### src/rtl/mdu_hilo.sv
// mdu_hilo: iterative multiply/divide unit that owns the HI/LO register pair.
// Multiply is shift-add over a 2*WIDTH accumulator. Divide is restoring
// shift-subtract. Both retire UNROLL bits per ITER cycle.
// Optional feature macro: MDU_MADD_EN enables MADD/MADDU (ops 6/7), which add
// the product into {hi,lo}. Without it, ops 6/7 are ignored.
//
// state | meaning
// IDLE  | waiting for start; MTHI/MTLO are written here directly
// PREP  | operand magnitudes, result signs, iteration counter load
// ITER  | UNROLL shift-add / shift-subtract steps per cycle, counter down to 0
// FIX   | two's-complement fixup, HI/LO write, done pulse
module mdu_hilo #(
  parameter int WIDTH  = 32,
  parameter int UNROLL = 1
) (
  input  logic             clk,
  input  logic             rst_n,
  input  logic             start,
  input  logic [2:0]       op,
  input  logic [WIDTH-1:0] a,
  input  logic [WIDTH-1:0] b,
  input  logic             flush,
  output logic             busy,
  output logic             done,
  output logic [WIDTH-1:0] hi,
  output logic [WIDTH-1:0] lo
);

  localparam int ITERS = WIDTH / UNROLL;
  localparam int CW    = (ITERS > 1) ? $clog2(ITERS) : 1;

  localparam logic [2:0] OP_MULT  = 3'd0;
  localparam logic [2:0] OP_MULTU = 3'd1;
  localparam logic [2:0] OP_DIV   = 3'd2;
  localparam logic [2:0] OP_DIVU  = 3'd3;
  localparam logic [2:0] OP_MTHI  = 3'd4;
  localparam logic [2:0] OP_MTLO  = 3'd5;
  localparam logic [2:0] OP_MADD  = 3'd6;
  localparam logic [2:0] OP_MADDU = 3'd7;

  typedef enum logic [1:0] {S_IDLE, S_PREP, S_ITER, S_FIX} state_t;

  state_t             state;
  logic [CW-1:0]      cnt;
  logic [2:0]         op_q;
  logic [WIDTH-1:0]   a_q;
  logic [WIDTH-1:0]   b_q;
  logic [WIDTH-1:0]   opnd;
  logic [2*WIDTH:0]   acc;
  logic [2*WIDTH:0]   acc_nx;
  logic               neg_q;
  logic               neg_r;
  logic               accept;
  logic               signed_op;
  logic               is_div;
  logic               div_zero;
  logic [WIDTH-1:0]   mag_a;
  logic [WIDTH-1:0]   mag_b;
  logic [WIDTH:0]     trial;
  logic [WIDTH:0]     part;
  logic [2*WIDTH-1:0] prod;
  logic [WIDTH-1:0]   quo;
  logic [WIDTH-1:0]   rem;

  // Signed ops are the even codes (MULT, DIV, MADD); divides are codes 2/3.
  assign signed_op = ~op_q[0];
  assign is_div    = op_q[1] & ~op_q[2];
  assign div_zero  = (b_q == '0);
  assign mag_a     = (signed_op && a_q[WIDTH-1]) ? -a_q : a_q;
  assign mag_b     = (signed_op && b_q[WIDTH-1]) ? -b_q : b_q;

  // Sign fixup of the unsigned iteration result; product and quotient share neg_q.
  assign prod = neg_q ? -acc[2*WIDTH-1:0] : acc[2*WIDTH-1:0];
  assign quo  = neg_q ? -acc[WIDTH-1:0] : acc[WIDTH-1:0];
  assign rem  = neg_r ? -acc[2*WIDTH-1:WIDTH] : acc[2*WIDTH-1:WIDTH];

`ifdef MDU_MADD_EN
  logic [2*WIDTH-1:0] hilo_acc;
  assign hilo_acc = {hi, lo} + prod;
`endif

  // Decide whether a start in IDLE launches an iterative op.
  always_comb begin
    accept = 1'b0;
    case (op)
      OP_MULT, OP_MULTU, OP_DIV, OP_DIVU: accept = start;
`ifdef MDU_MADD_EN
      OP_MADD, OP_MADDU:                  accept = start;
`endif
      default:                            accept = 1'b0;
    endcase
  end

  // One ITER cycle worth of datapath: UNROLL shift-add or restoring steps.
  // acc low half holds the multiplier/dividend, upper WIDTH+1 bits the
  // partial product/remainder; quotient bits shift into the bottom.
  always_comb begin
    acc_nx = acc;
    trial  = '0;
    part   = '0;
    for (int i = 0; i < UNROLL; i++) begin
      if (is_div) begin
        acc_nx = acc_nx << 1;
        trial  = acc_nx[2*WIDTH:WIDTH] - {1'b0, opnd};
        if (!trial[WIDTH]) begin
          acc_nx[2*WIDTH:WIDTH] = trial;
          acc_nx[0]             = 1'b1;
        end
      end else begin
        part   = {1'b0, acc_nx[2*WIDTH-1:WIDTH]} +
                 (acc_nx[0] ? {1'b0, opnd} : {(WIDTH+1){1'b0}});
        acc_nx = {part, acc_nx[WIDTH-1:0]} >> 1;
      end
    end
  end

  // Control FSM plus the HI/LO architectural registers.
  always_ff @(posedge clk or negedge rst_n) begin
    if (!rst_n) begin
      state <= S_IDLE;
      busy  <= 1'b0;
      done  <= 1'b0;
      hi    <= '0;
      lo    <= '0;
      cnt   <= '0;
      op_q  <= '0;
      a_q   <= '0;
      b_q   <= '0;
      opnd  <= '0;
      acc   <= '0;
      neg_q <= 1'b0;
      neg_r <= 1'b0;
    end else begin
      done <= 1'b0;
      if (flush && state != S_IDLE) begin
        // Abort: HI/LO untouched, no done.
        state <= S_IDLE;
        busy  <= 1'b0;
      end else begin
        case (state)
          S_IDLE: begin
            if (accept) begin
              state <= S_PREP;
              busy  <= 1'b1;
              op_q  <= op;
              a_q   <= a;
              b_q   <= b;
            end else if (start && op == OP_MTHI) begin
              hi <= a;
            end else if (start && op == OP_MTLO) begin
              lo <= a;
            end
          end
          S_PREP: begin
            acc   <= {{(WIDTH+1){1'b0}}, mag_a};
            opnd  <= mag_b;
            neg_q <= signed_op & (a_q[WIDTH-1] ^ b_q[WIDTH-1]);
            neg_r <= signed_op & a_q[WIDTH-1];
            cnt   <= CW'(ITERS - 1);
            state <= S_ITER;
          end
          S_ITER: begin
            acc <= acc_nx;
            if (cnt == '0) begin
              state <= S_FIX;
            end else begin
              cnt <= cnt - 1'b1;
            end
          end
          S_FIX: begin
            if (is_div) begin
              if (div_zero) begin
                hi <= a_q;
                lo <= '1;
              end else begin
                hi <= rem;
                lo <= quo;
              end
            end
`ifdef MDU_MADD_EN
            else if (op_q[2]) begin
              {hi, lo} <= hilo_acc;
            end
`endif
            else begin
              {hi, lo} <= prod;
            end
            done  <= 1'b1;
            busy  <= 1'b0;
            state <= S_IDLE;
          end
          default: begin
            state <= S_IDLE;
            busy  <= 1'b0;
          end
        endcase
      end
    end
  end

endmodule

### config.mk
export PLATFORM = sky130hd
export DESIGN_NAME = mdu_hilo
export DESIGN_NICKNAME = d
export VERILOG_FILES = /design/src/rtl/mdu_hilo.sv
export SDC_FILE = /design/constraint.sdc
export NUM_CORES = 1
export LEC_CHECK = 0
export BUFFER_PORTS_ARGS = -buffer_cell sky130_fd_sc_hd__buf_4
export CAP_MARGIN = 0
export CORE_UTILIZATION = 32
export CTS_BUF_LIST = sky130_fd_sc_hd__clkbuf_4 sky130_fd_sc_hd__clkbuf_8
export DETAILED_ROUTE_END_ITERATION = 16
export GPL_TIMING_DRIVEN = 0
export PLACE_DENSITY = 0.55
export SETUP_SLACK_MARGIN = 0.02
export SLEW_MARGIN = 20
export SYNTH_ARGS = -nofsm -noshare
export SYNTH_HDL_FRONTEND = slang
export SYNTH_SLANG_ARGS = --single-unit
### constraint.sdc
create_clock -name clk -period 4.7 [get_ports clk]
set_clock_uncertainty 0.05 [all_clocks]
set_input_delay 0.235 -clock clk [delete_from_list [all_inputs] [get_ports clk]]
set_output_delay 0.235 -clock clk [all_outputs]
set_load 0.02 [all_outputs]
==> run_results.csv <==
group,metric,value,unit
outcome,status,"completed",
clock_tree,max-clock-path-buffers,3,
critical_path,path_class,"flop to flop",
critical_path,crit_arrival,4.88,ns
timing,setup_viol,0,
clock_tree,cts_tree,"done",
placed_design,dp_hpwl,57.8,mm
yosys,syn_inst,2220,
critical_path,crit_required,5.14,ns
drt,viasPerCell,5.63,
timing,slew_viol_final,0,
pwr,power_density,863,mW/mm2
pwr,p_leak,9.45,nW
critical_path,critical-path-max-stage-delay,0.50,ns
drt,via_count,18392,
yosys,yosysSeqAreaShare,33.3,%
yosys,yosys.area.top_type_share,33.3,%
yosys,synth_seq_cells,238,
drt,firstDrtPassIters,6,
yosys,synth_warnings,0,
pwr,vdd_ir_drop_max,0.000358,V
timing,finalCriticalPeriod,4.44,ns
critical_path,reg2reg_slack,0.26,ns
drt,totalWireLength,74.1,mm
floorplan,die_w,238,um
yosys,syn_area_per_cell,8.06,um2
placed_design,placed_area,0.0200,mm2
clock_tree,clock_latency,0.65,ns
critical_path,cp-endpoint,"acc[63]",
floorplan,die_h,238,um
timing,fmax,0.225,GHz
yosys,yosysUniqueCellTypes,78,
yosys,synth_nets,2367,
critical_path,rr_worst_depth,14,
clock_tree,clk_pin_slew,0.06,ns
floorplan,core_area,0.0552,mm2
drt,drtIter0Drc,1753,
yosys,yosysTopAreaCell,"dfrtp_1",
timing,fin_crit_sh,94.5,%
floorplan,num_io_pins,137,
critical_path,timing.rr.end,"acc[63]",
yosys,ys.flop_type,"dfrtp_1",
clock_tree,cts.htree.levels,2,
timing,setup_ws,0.260,ns
timing,finalHoldViolCount,0,
critical_path,r2r_start,"acc[0]",
yosys,synth_async_sr_flop_share,100,%
layout,fin_nets,2631,
timing,rsz0062_at_grt,"no",
layout,final_common_cell,"nand2_1",
critical_path,path_max_fanout,10,
placed_design,gp_congestion,0.987,
grt,antenna_found_initial,0,
job,drv_cap,0,
clock_tree,cts.sinks,238,
grt,grt_overflow,0,
grt,grt_usage,25.8,%
grt,grt_pass1_wl,111,mm
yosys,netlist_area,0.0179,mm2
clock_tree,numCtsBuffers,47,
yosys,synth_edf_count,0,
layout,final_area,0.0218,mm2
critical_path,start_kind,"flop",
critical_path,cp_slowest_cell,"o221ai_1",
floorplan,fp-row-count,86,
worst_hold_path,min-delay-path-class,"primary input to asynchronous set/reset pin",
critical_path,critical_path.cell_chain,"inv_1, clkbuf_1, nor2_1, ha_1, clkbuf_1, a21o_1, a31o_2, a221oi_1, nand3b_1, o221ai_1, o21ai_0, o21ai_0, and3_1, o31ai_1",
critical_path,worstSetupEndpointType,"flop",
layout,layout_common_cells,"nand2_1, o21ai_0, dfrtp_1, a21oi_1, nor2_1",
placed_design,dpl_worst_slack,-0.423,ns
critical_path,critPathLaunch,"acc[0]",
floorplan,start_util,32.4,%
drt,drc,0,
placed_design,portBuffers,136,
grt,first_global_vias,17885,
timing,worstMarginPinSlew,1.17,ns
yosys,synth_area_leaders,"dfrtp_1, o21ai_0, nand2_1, ha_1, a21oi_1",
layout,drive_gt1_share,13.3,%
floorplan,die_area,0.0569,mm2
drt,ant_nets,0,
grt,grt_max_degree,76,
timing,relSlewSlack,21.9,%
layout,area_growth,21.8,%
clock_tree,clock-root-buffer,"clkbuf_8",
drt,wl_per_cell,22.7,um
[metrics by stage]
step / total power [W] / util (%) / cells / TNS (ns) / hold WS, ns
detailed placement: 0.0160 / 36.2 / 3108 / -4.35 / 0.136
global placement: 0.0158 / 36.0 / 3104 / -3.07 / 0.414
finish: 0.0188 / 39.5 / 3269 / 0 / 0.0679
CTS: 0.0186 / 39.4 / 3264 / 0 / 0.0687
floorplan: 0.0119 / - / 2220 / 0 / -0.111
global route: 0.0201 / 39.5 / 3268 / 0 / 0.101
[worst min-delay path by stage]
stage                   end  slack [ns]  depth (start not counted)
finish               lo[27]        0.07                          2
global placement     lo[26]        0.41                          2
global route         lo[24]        0.10                          2
CTS                 acc[13]        0.07                          2
detailed placement   lo[24]        0.14                          1
floorplan            a_q[0]       -0.11                          0
[worst max-delay path: cells and delay by family, from the launching register on]
family | cells | cell delay [ns]
and+or+nand+nor | 3 | 0.47
AOI/OAI and AO/OA | 7 | 2.05
DFF | 1 | 0.49
adders and majority gates | 1 | 0.28
buffers and inverters | 3 | 0.97
[cell type report]
| class | instances | area [um2] |
|---|---|---|
| timing repair buffer | 215 | 1860 |
| inverter | 68 | 255 |
| tap | 748 | 936 |
| fill | 5707 | 33400 |
| sequential | 238 | 5960 |
| antenna | 1 | 2.50 |
| clock inverter | 12 | 146 |
| buffer | 145 | 568 |
| clock buffer | 73 | 936 |
| multi-input combinational | 1769 | 11100 |
[repair_timing]
action / in CTS / in global routing
buffers inserted: 0 / 4
hold buffers: 71 / 0
endpoints found under the hold margin: 313 / 0
endpoints found under the setup margin: 22 / 33
pin swaps: 0 / 1
resized for setup: 2 / 1
[cells by family after synthesis]
kind of cell	after synthesis	synth area share, %
and+or+nand+nor	711	18.2
AOI/OAI and AO/OA	708	23.9
DFF	238	33.3
buffers and inverters	213	4.59
xor gates and xnor gates	176	8.61
muxes	98	5.96
adders and majority gates	76	5.40
[sequential cells by signal (all words and copies together) (netlist names), 2 cells and up]
register,cells
a_q,32
hi,32
b_q,32
acc,64
op_q,3
state,2
cnt,5
opnd,32
lo,32
[metal layers]
layer,vias up,track usage [%],wire length [um]
met4,0,9.25,2640
met3,172,4.41,5850
met2,804,41.9,33900
met5,-,0,0
met1,8951,34.4,31700
li1,8465,-,-
[power by group]
part	internal, W	switching, W
logic	0.00439	0.00771
clock network	0.00143	0.00102
registers	0.00304	0.00123
total	0.00886	0.00995
[synthesized netlist by cell type (6+ instances only)]
master,n
a211oi_1,22
a21o_1,30
a21oi_1,181
a22oi_1,10
a31oi_1,32
and2_1,10
and3_1,23
buf_1,12
buf_2,6
clkbuf_1,125
dfrtp_1,238
ha_1,74
inv_1,67
mux2_2,68
mux2i_1,30
nand2_1,287
nand2b_1,19
nand3_1,46
nand3b_1,6
nand4_1,15
nor2_1,178
nor2b_1,15
nor3_1,37
nor4_1,9
o211ai_1,20
o21a_1,11
o21ai_0,259
o21ai_1,6
o21bai_1,8
o221ai_1,13
o22ai_1,29
o31ai_1,25
o41ai_1,9
or2_2,9
or3_1,27
or4_1,9
xnor2_1,94
xor2_1,82
(Power assumes the default switching activity.)
